`config.mk`:
```
export PLATFORM = sky130hd
export DESIGN_NAME = alu_ctrl_md
export DESIGN_NICKNAME = d
export VERILOG_FILES = /design/src/rtl/alu_ctrl_pkg.sv /design/src/rtl/md_seq.sv /design/src/rtl/alu_ctrl_md.sv
export SDC_FILE = /design/constraint.sdc
export NUM_CORES = 1
export LEC_CHECK = 0
export CORE_UTILIZATION = 34
export DETAILED_ROUTE_END_ITERATION = 8
export PLACE_DENSITY = 0.54
export SKIP_LAST_GASP = 1
export SLEW_MARGIN = 20
export SYNTH_ARGS = -nofsm -noshare
export SYNTH_HDL_FRONTEND = slang
export SYNTH_SLANG_ARGS = --single-unit
```
`constraint.sdc`:
```
create_clock -name clk -period 5.4 [get_ports clk]
set_clock_uncertainty 0.05 [all_clocks]
set_input_delay 1.08 -clock clk [delete_from_list [all_inputs] [get_ports clk]]
set_output_delay 1.08 -clock clk [all_outputs]
set_load 0.02 [all_outputs]
```
`src/rtl/alu_ctrl_pkg.sv`:
```
// Shared encodings for the EX-stage ALU control and the multiply/divide sequencer.
package alu_ctrl_pkg;

  localparam logic [1:0] AluOpMem = 2'b00;
  localparam logic [1:0] AluOpBeq = 2'b01;
  localparam logic [1:0] AluOpR   = 2'b10;

  localparam logic [5:0] FnSll   = 6'b000000;
  localparam logic [5:0] FnSrl   = 6'b000010;
  localparam logic [5:0] FnSra   = 6'b000011;
  localparam logic [5:0] FnSllv  = 6'b000100;
  localparam logic [5:0] FnSrlv  = 6'b000110;
  localparam logic [5:0] FnSrav  = 6'b000111;
  localparam logic [5:0] FnJr    = 6'b001000;
  localparam logic [5:0] FnMfhi  = 6'b010000;
  localparam logic [5:0] FnMthi  = 6'b010001;
  localparam logic [5:0] FnMflo  = 6'b010010;
  localparam logic [5:0] FnMtlo  = 6'b010011;
  localparam logic [5:0] FnMult  = 6'b011000;
  localparam logic [5:0] FnMultu = 6'b011001;
  localparam logic [5:0] FnDiv   = 6'b011010;
  localparam logic [5:0] FnDivu  = 6'b011011;
  localparam logic [5:0] FnAdd   = 6'b100000;
  localparam logic [5:0] FnAddu  = 6'b100001;
  localparam logic [5:0] FnSub   = 6'b100010;
  localparam logic [5:0] FnSubu  = 6'b100011;
  localparam logic [5:0] FnAnd   = 6'b100100;
  localparam logic [5:0] FnOr    = 6'b100101;
  localparam logic [5:0] FnXor   = 6'b100110;
  localparam logic [5:0] FnNor   = 6'b100111;
  localparam logic [5:0] FnSlt   = 6'b101010;
  localparam logic [5:0] FnSltu  = 6'b101011;

  localparam logic [3:0] AluAnd  = 4'b0000;
  localparam logic [3:0] AluOr   = 4'b0001;
  localparam logic [3:0] AluAdd  = 4'b0010;
  localparam logic [3:0] AluXor  = 4'b0011;
  localparam logic [3:0] AluSub  = 4'b0110;
  localparam logic [3:0] AluSlt  = 4'b0111;
  localparam logic [3:0] AluSltu = 4'b1000;
  localparam logic [3:0] AluNor  = 4'b1100;

  typedef enum logic [1:0] {StIdle, StMul, StDiv, StFix} md_state_e;

  function automatic logic is_hilo_fn(input logic [5:0] f);
    return f inside {FnMfhi, FnMthi, FnMflo, FnMtlo, FnMult, FnMultu, FnDiv, FnDivu};
  endfunction

endpackage

```
`src/rtl/md_seq.sv`:
```
// Iterative shift-add multiplier / restoring divider owning the HI/LO registers.
module md_seq
  import alu_ctrl_pkg::*;
#(
  parameter int unsigned DATA_W = 32,
  parameter int unsigned CNT_W  = $clog2(DATA_W) + 1
) (
  input  logic              clk,
  input  logic              rst,
  input  logic              accept_i,
  input  logic [5:0]        func_i,
  input  logic [DATA_W-1:0] op_a_i,
  input  logic [DATA_W-1:0] op_b_i,
  output logic              busy_o,
  output logic              done_o,
  output logic [DATA_W-1:0] hi_o,
  output logic [DATA_W-1:0] lo_o
);

  localparam logic [CNT_W-1:0] CntInit = CNT_W'(DATA_W);

  md_state_e             state_q, state_d;
  logic [2*DATA_W-1:0]   acc_q, acc_d;
  logic [DATA_W-1:0]     hi_q, hi_d, lo_q, lo_d, mag_a_q, mag_a_d, mag_b_q, mag_b_d;
  logic [CNT_W-1:0]      cnt_q, cnt_d;
  logic                  neg_q_q, neg_q_d, neg_r_q, neg_r_d, dz_q, dz_d;
  logic                  is_div_q, is_div_d, done_q, done_d;

  logic                  f_mul, f_div, f_signed, sign_a, sign_b, div_zero;
  logic [DATA_W-1:0]     abs_a, abs_b;
  logic [DATA_W:0]       mul_sum, rem_sh, div_diff;
  logic [2*DATA_W-1:0]   mul_next, div_next, prod_fix;

  assign f_mul    = (func_i == FnMult) || (func_i == FnMultu);
  assign f_div    = (func_i == FnDiv) || (func_i == FnDivu);
  assign f_signed = (func_i == FnMult) || (func_i == FnDiv);
  assign sign_a   = f_signed & op_a_i[DATA_W-1];
  assign sign_b   = f_signed & op_b_i[DATA_W-1];
  assign abs_a    = sign_a ? -op_a_i : op_a_i;
  assign abs_b    = sign_b ? -op_b_i : op_b_i;
  assign div_zero = f_div & (op_b_i == '0);

  // acc = {partial product, remaining multiplier bits}
  assign mul_sum  = {1'b0, acc_q[2*DATA_W-1:DATA_W]} + {1'b0, mag_a_q};
  assign mul_next = acc_q[0] ? {mul_sum, acc_q[DATA_W-1:1]} : {1'b0, acc_q[2*DATA_W-1:1]};

  // acc = {remainder, dividend bits shifting into quotient}; borrow bit means no subtract
  assign rem_sh   = acc_q[2*DATA_W-1:DATA_W-1];
  assign div_diff = rem_sh - {1'b0, mag_b_q};
  assign div_next = div_diff[DATA_W] ?
                    {rem_sh[DATA_W-1:0], acc_q[DATA_W-2:0], 1'b0} :
                    {div_diff[DATA_W-1:0], acc_q[DATA_W-2:0], 1'b1};

  assign prod_fix = neg_q_q ? -acc_q : acc_q;

  always_comb begin
    state_d  = state_q;
    acc_d    = acc_q;
    hi_d     = hi_q;
    lo_d     = lo_q;
    mag_a_d  = mag_a_q;
    mag_b_d  = mag_b_q;
    cnt_d    = cnt_q;
    neg_q_d  = neg_q_q;
    neg_r_d  = neg_r_q;
    dz_d     = dz_q;
    is_div_d = is_div_q;
    done_d   = 1'b0;
    unique case (state_q)
      StIdle: begin
        if (accept_i) begin
          if (func_i == FnMthi) hi_d = op_a_i;
          if (func_i == FnMtlo) lo_d = op_a_i;
          if (f_mul || f_div) begin
            state_d  = f_mul ? StMul : StDiv;
            is_div_d = f_div;
            cnt_d    = CntInit;
            neg_q_d  = sign_a ^ sign_b;
            neg_r_d  = sign_a;
            dz_d     = div_zero;
            // Divide-by-zero keeps raw op_a so HI can return it unchanged
            mag_a_d  = div_zero ? op_a_i : abs_a;
            mag_b_d  = abs_b;
            acc_d    = {{DATA_W{1'b0}}, f_mul ? abs_b : abs_a};
          end
        end
      end
      StMul, StDiv: begin
        acc_d = (state_q == StMul) ? mul_next : div_next;
        cnt_d = cnt_q - CNT_W'(1);
        if (cnt_q == CNT_W'(1)) state_d = StFix;
      end
      StFix: begin
        if (!is_div_q) begin
          {hi_d, lo_d} = prod_fix;
        end else if (dz_q) begin
          lo_d = '1;
          hi_d = mag_a_q;
        end else begin
          lo_d = neg_q_q ? -acc_q[DATA_W-1:0] : acc_q[DATA_W-1:0];
          hi_d = neg_r_q ? -acc_q[2*DATA_W-1:DATA_W] : acc_q[2*DATA_W-1:DATA_W];
        end
        done_d  = 1'b1;
        state_d = StIdle;
      end
      default: state_d = StIdle;
    endcase
  end

  always_ff @(posedge clk) begin
    if (rst) begin
      state_q  <= StIdle;
      acc_q    <= '0;
      hi_q     <= '0;
      lo_q     <= '0;
      mag_a_q  <= '0;
      mag_b_q  <= '0;
      cnt_q    <= '0;
      neg_q_q  <= 1'b0;
      neg_r_q  <= 1'b0;
      dz_q     <= 1'b0;
      is_div_q <= 1'b0;
      done_q   <= 1'b0;
    end else begin
      state_q  <= state_d;
      acc_q    <= acc_d;
      hi_q     <= hi_d;
      lo_q     <= lo_d;
      mag_a_q  <= mag_a_d;
      mag_b_q  <= mag_b_d;
      cnt_q    <= cnt_d;
      neg_q_q  <= neg_q_d;
      neg_r_q  <= neg_r_d;
      dz_q     <= dz_d;
      is_div_q <= is_div_d;
      done_q   <= done_d;
    end
  end

  assign busy_o = (state_q != StIdle);
  assign done_o = done_q;
  assign hi_o   = hi_q;
  assign lo_o   = lo_q;

endmodule

```
`src/rtl/alu_ctrl_md.sv`:
```
// EX-stage ALU/shift/jr decode plus HI/LO hazard stall around the mult/div sequencer.
module alu_ctrl_md
  import alu_ctrl_pkg::*;
#(
  parameter int unsigned DATA_W = 32,
  parameter int unsigned CNT_W  = $clog2(DATA_W) + 1
) (
  input  logic              clk,
  input  logic              rst,
  input  logic              ex_valid,
  input  logic [1:0]        alu_op,
  input  logic [5:0]        func,
  input  logic [DATA_W-1:0] op_a,
  input  logic [DATA_W-1:0] op_b,
  output logic [3:0]        alu_ctrl,
  output logic              jr,
  output logic              shift_len,
  output logic              shift_ren,
  output logic              shift_arith,
  output logic              shift_var,
  output logic              shift_data2reg,
  output logic              hilo_data2reg,
  output logic [DATA_W-1:0] hilo_rdata,
  output logic              md_stall,
  output logic              md_busy,
  output logic              md_done,
  output logic [DATA_W-1:0] hi,
  output logic [DATA_W-1:0] lo
);

  logic hilo_cls, accept;

  always_comb begin
    alu_ctrl       = AluAnd;
    jr             = 1'b0;
    shift_len      = 1'b0;
    shift_ren      = 1'b0;
    shift_arith    = 1'b0;
    shift_var      = 1'b0;
    shift_data2reg = 1'b0;
    hilo_data2reg  = 1'b0;
    unique case (alu_op)
      AluOpMem: alu_ctrl = AluAdd;
      AluOpBeq: alu_ctrl = AluSub;
      AluOpR: begin
        unique case (func)
          FnAdd, FnAddu: alu_ctrl = AluAdd;
          FnSub, FnSubu: alu_ctrl = AluSub;
          FnAnd:         alu_ctrl = AluAnd;
          FnOr:          alu_ctrl = AluOr;
          FnXor:         alu_ctrl = AluXor;
          FnNor:         alu_ctrl = AluNor;
          FnSlt:         alu_ctrl = AluSlt;
          FnSltu:        alu_ctrl = AluSltu;
          FnJr:          jr = 1'b1;
          FnSll:  begin shift_len = 1'b1; shift_data2reg = 1'b1; end
          FnSrl:  begin shift_ren = 1'b1; shift_data2reg = 1'b1; end
          FnSra:  begin shift_ren = 1'b1; shift_arith = 1'b1; shift_data2reg = 1'b1; end
          FnSllv: begin shift_len = 1'b1; shift_var = 1'b1; shift_data2reg = 1'b1; end
          FnSrlv: begin shift_ren = 1'b1; shift_var = 1'b1; shift_data2reg = 1'b1; end
          FnSrav: begin
            shift_ren      = 1'b1;
            shift_arith    = 1'b1;
            shift_var      = 1'b1;
            shift_data2reg = 1'b1;
          end
          FnMfhi, FnMflo: hilo_data2reg = 1'b1;
          default: ;
        endcase
      end
      default: ;
    endcase
  end

  always_comb begin
    hilo_rdata = '0;
    if (alu_op == AluOpR && func == FnMfhi) hilo_rdata = hi;
    if (alu_op == AluOpR && func == FnMflo) hilo_rdata = lo;
  end

  // Only HI/LO-class instructions wait on the sequencer; everything else flows
  assign hilo_cls = ex_valid & (alu_op == AluOpR) & is_hilo_fn(func);
  assign md_stall = hilo_cls & md_busy;
  assign accept   = hilo_cls & ~md_busy & ~rst;

  md_seq #(
    .DATA_W(DATA_W),
    .CNT_W (CNT_W)
  ) u_md_seq (
    .clk     (clk),
    .rst     (rst),
    .accept_i(accept),
    .func_i  (func),
    .op_a_i  (op_a),
    .op_b_i  (op_b),
    .busy_o  (md_busy),
    .done_o  (md_done),
    .hi_o    (hi),
    .lo_o    (lo)
  );

endmodule

```
==> results.cfg <==
[pwr]
powerDensity_mw_per_mm2 = 318
seq_power_share_pct = 25.2
combPwrFrac_pct = 46.0
swShare_pct = 44.6
ir_drop_v = 0.000528
p_sw_mw = 3.06
clkPwrFrac_pct = 28.8
intPower_mw = 3.79
power_mw = 6.85
p_leak_nw = 7.67

[logic_synthesis]
synthCells = 2504
yosysWarnings = 0
yosys-top-cells-count = 291 x nor2_1, 280 x nand2_1, 223 x a21oi_1, 205 x dfxtp_1, 167 x clkbuf_1
syn-cell-area_mm2 = 0.0181
synthAdderAreaFrac_pct = 5.38
synth_top_family_by_area = compound AO/OA/AOI/OAI gates
synth-compound-area-share_pct = 29.5
synth_area_leaders = dfxtp_1 23%, a21oi_1 6.2%, nor2_1 6.0%
synth_simple_gate_area_share_pct = 22.0
synth_top_area_share_pct = 22.6
synth.avg_cell_area_um2 = 7.24
ys_seq_area_share_pct = 22.6
synth_cell_types = 98
synth_fp_nets = 2655
synthMuxAreaShare_pct = 5.09
ys_ff_latch = 205
synth_xor_area_share_pct = 9.18
synth_ff_type = dfxtp_1
yosysMostFrequentCell = nor2_1
synthArstFlopShare_pct = 0
synth.largest_area_cell = dfxtp_1
synth_enable_flop_cells = 0

[clock_network]
clk_latency_ns = 0.60
clkSinkCount = 205
post_cts_resize_count = 0
clk_pin_slew_ns = 0.06
cts_setup_buffers = 0
cts_tree = built
clockBufferDepth = 3
cts.htree.levels = 1
numCtsBuffers = 28
cts-root-buf = clkbuf_16
ctsHoldBuffers = 0

[run]
max_cap_viol_count = 0

[drt]
drtIter0Drc = 1806
wire_per_inst_um = 24.9
drc = 0
viasPerCell = 6.02
firstDrtPassIters = 7
vias = 19700
ant_nets = 0
wl_um = 81700

[placement]
finalWeightedCongestion = 0.977
place_hpwl_um = 63200
port_buffers = 184
place_worst_setup_slack_ns = 0.428
place_area_mm2 = 0.0205

[min_path]
hp-class = register to register

[layout]
diodes = 0
layout.nets = 2722
fillers = 5445
area_growth_pct = 18.8
finalCoreUtilization_pct = 40.9
drive_gt1_share_pct = 6.86
finish.instance_area_mm2 = 0.0215

[floorplanning]
fp.dieH_um = 233
io_pins = 185
core_mm2 = 0.0527
start_util_pct = 34.4
rows = 84
chipWidth_um = 233
die-area_mm2 = 0.0542

[timing]
drv_slew = 0
min_period_ns = 4.86
final_min_period_over_clock_period_pct = 89.9
rsz0062_at_grt = no
setup_violations = 0
worst_slack_ns = 0.544
tns_ns = 0
worstMarginPinSlew_ns = 0.999
fmax_mhz = 206
slew_headroom_pct = 33.4
finalHoldViolCount = 0

[grt]
grt_pass1_vias = 18500
grt_pass1_wl_um = 120000
grt.total_usage_pct = 29.3
antenna_found_initial = 0
overflow = 0
grt_max_degree = 122

[setup_path]
crit_type = input port to output port
start_kind = input port
cp-end-kind = output port
cp.arrival_ns = 3.73
required_ns = 4.27
worstPathMaxFanout = 33

[outcome]
status = complete, no violations
per-layer routing:
metal  vias to the layer above  global-route usage [%]  wire length, um
li1                       9262                       -                -
met4                         0                    11.5             3460
met2                       725                    49.4            39000
met5                         -                       0                0
met3                       151                    3.43             4670
met1                      9602                    37.9            34500
flip-flops by register name, indices dropped and copies added (netlist names):
register / cells
u_md_seq.acc_q: 64
u_md_seq.hi_o: 32
u_md_seq.lo_o: 32
u_md_seq.mag_a_q: 32
u_md_seq.mag_b_q: 32
u_md_seq.cnt_q: 6
u_md_seq.state_q: 2
u_md_seq.done_o: 1
u_md_seq.dz_q: 1
u_md_seq.is_div_q: 1
u_md_seq.neg_q_q: 1
u_md_seq.neg_r_q: 1
logic make-up (layout without fill, tap and decap cells):
group / Yosys count / count (layout)
AOI/OAI and AO/OA: 797 / 797
xor gates and xnor gates: 190 / 190
adders and majority gates: 77 / 77
buffers and inverters: 284 / 373
DFF: 205 / 205
muxes: 91 / 91
and+or+nand+nor: 860 / 860
cells in the final DEF (no fill, tap or decap), types with 29 or more instances in the layout:
master / synthesis / layout
xor2_1: 85 / 85
or3_1: 30 / 29
nand2_1: 280 / 280
buf_4: 1 / 60
mux2i_1: 82 / 82
dfxtp_1: 205 / 204
nand3_1: 38 / 38
o221ai_1: 42 / 42
o21ai_0: 137 / 137
a21o_1: 34 / 34
a211oi_1: 101 / 101
ha_1: 74 / 72
nor2_1: 291 / 287
clkdlybuf4s50_1: 0 / 182
o211ai_1: 47 / 47
a21oi_1: 223 / 221
nor3_1: 56 / 56
inv_1: 74 / 74
o31ai_1: 32 / 32
xnor2_1: 105 / 105
worst paths after layout:
kind,start,end,slack [ns],cells after the start
setup / recovery,func[2],hilo_rdata[20],0.54,6
hold / removal,u_md_seq.mag_b_q[0],u_md_seq.mag_b_q[0],0.42,2
setup reg to reg,u_md_seq.acc_q[32],u_md_seq.acc_q[39],1.17,11
hold reg to reg,u_md_seq.mag_b_q[0],u_md_seq.mag_b_q[0],0.42,2
through the flow:
stage          cells  hold slack, ns
4_1_cts         3281           0.418
3_5_place_dp    3229           0.408
5_1_grt         3281           0.436
3_3_place_gp    3229           0.400
6_report        3281           0.421
2_1_floorplan   2504           0.386
layout make-up:
cell class	instances	area [um^2]	share of cell area, %
multi-input cells	2015	13000	60.3
flip-flops and latches	205	4110	19.1
repair buffers	246	2330	10.8
well taps	688	861	4.00
clock buffers	37	785	3.64
inverters	75	282	1.31
clock inverters	15	194	0.901
critical path, stage by stage:
cell	delay, ns
clkdlybuf4s50_1	0.55
nor3b_1	0.40
nand2_1	0.11
or3_2	0.72
nor2_1	0.21
clkdlybuf4s50_1	0.62
power groups by stage:
stage	registers (mW)	logic (mW)	clock network [mW]
2_1_floorplan	1.69	2.11	0
3_3_place_gp	1.75	3.08	0
3_5_place_dp	1.75	3.09	0
4_1_cts	1.72	3.10	2.00
5_1_grt	1.73	3.40	2.06
6_report	1.73	3.15	1.97
Note: power is estimated with default switching activity, not from simulation.
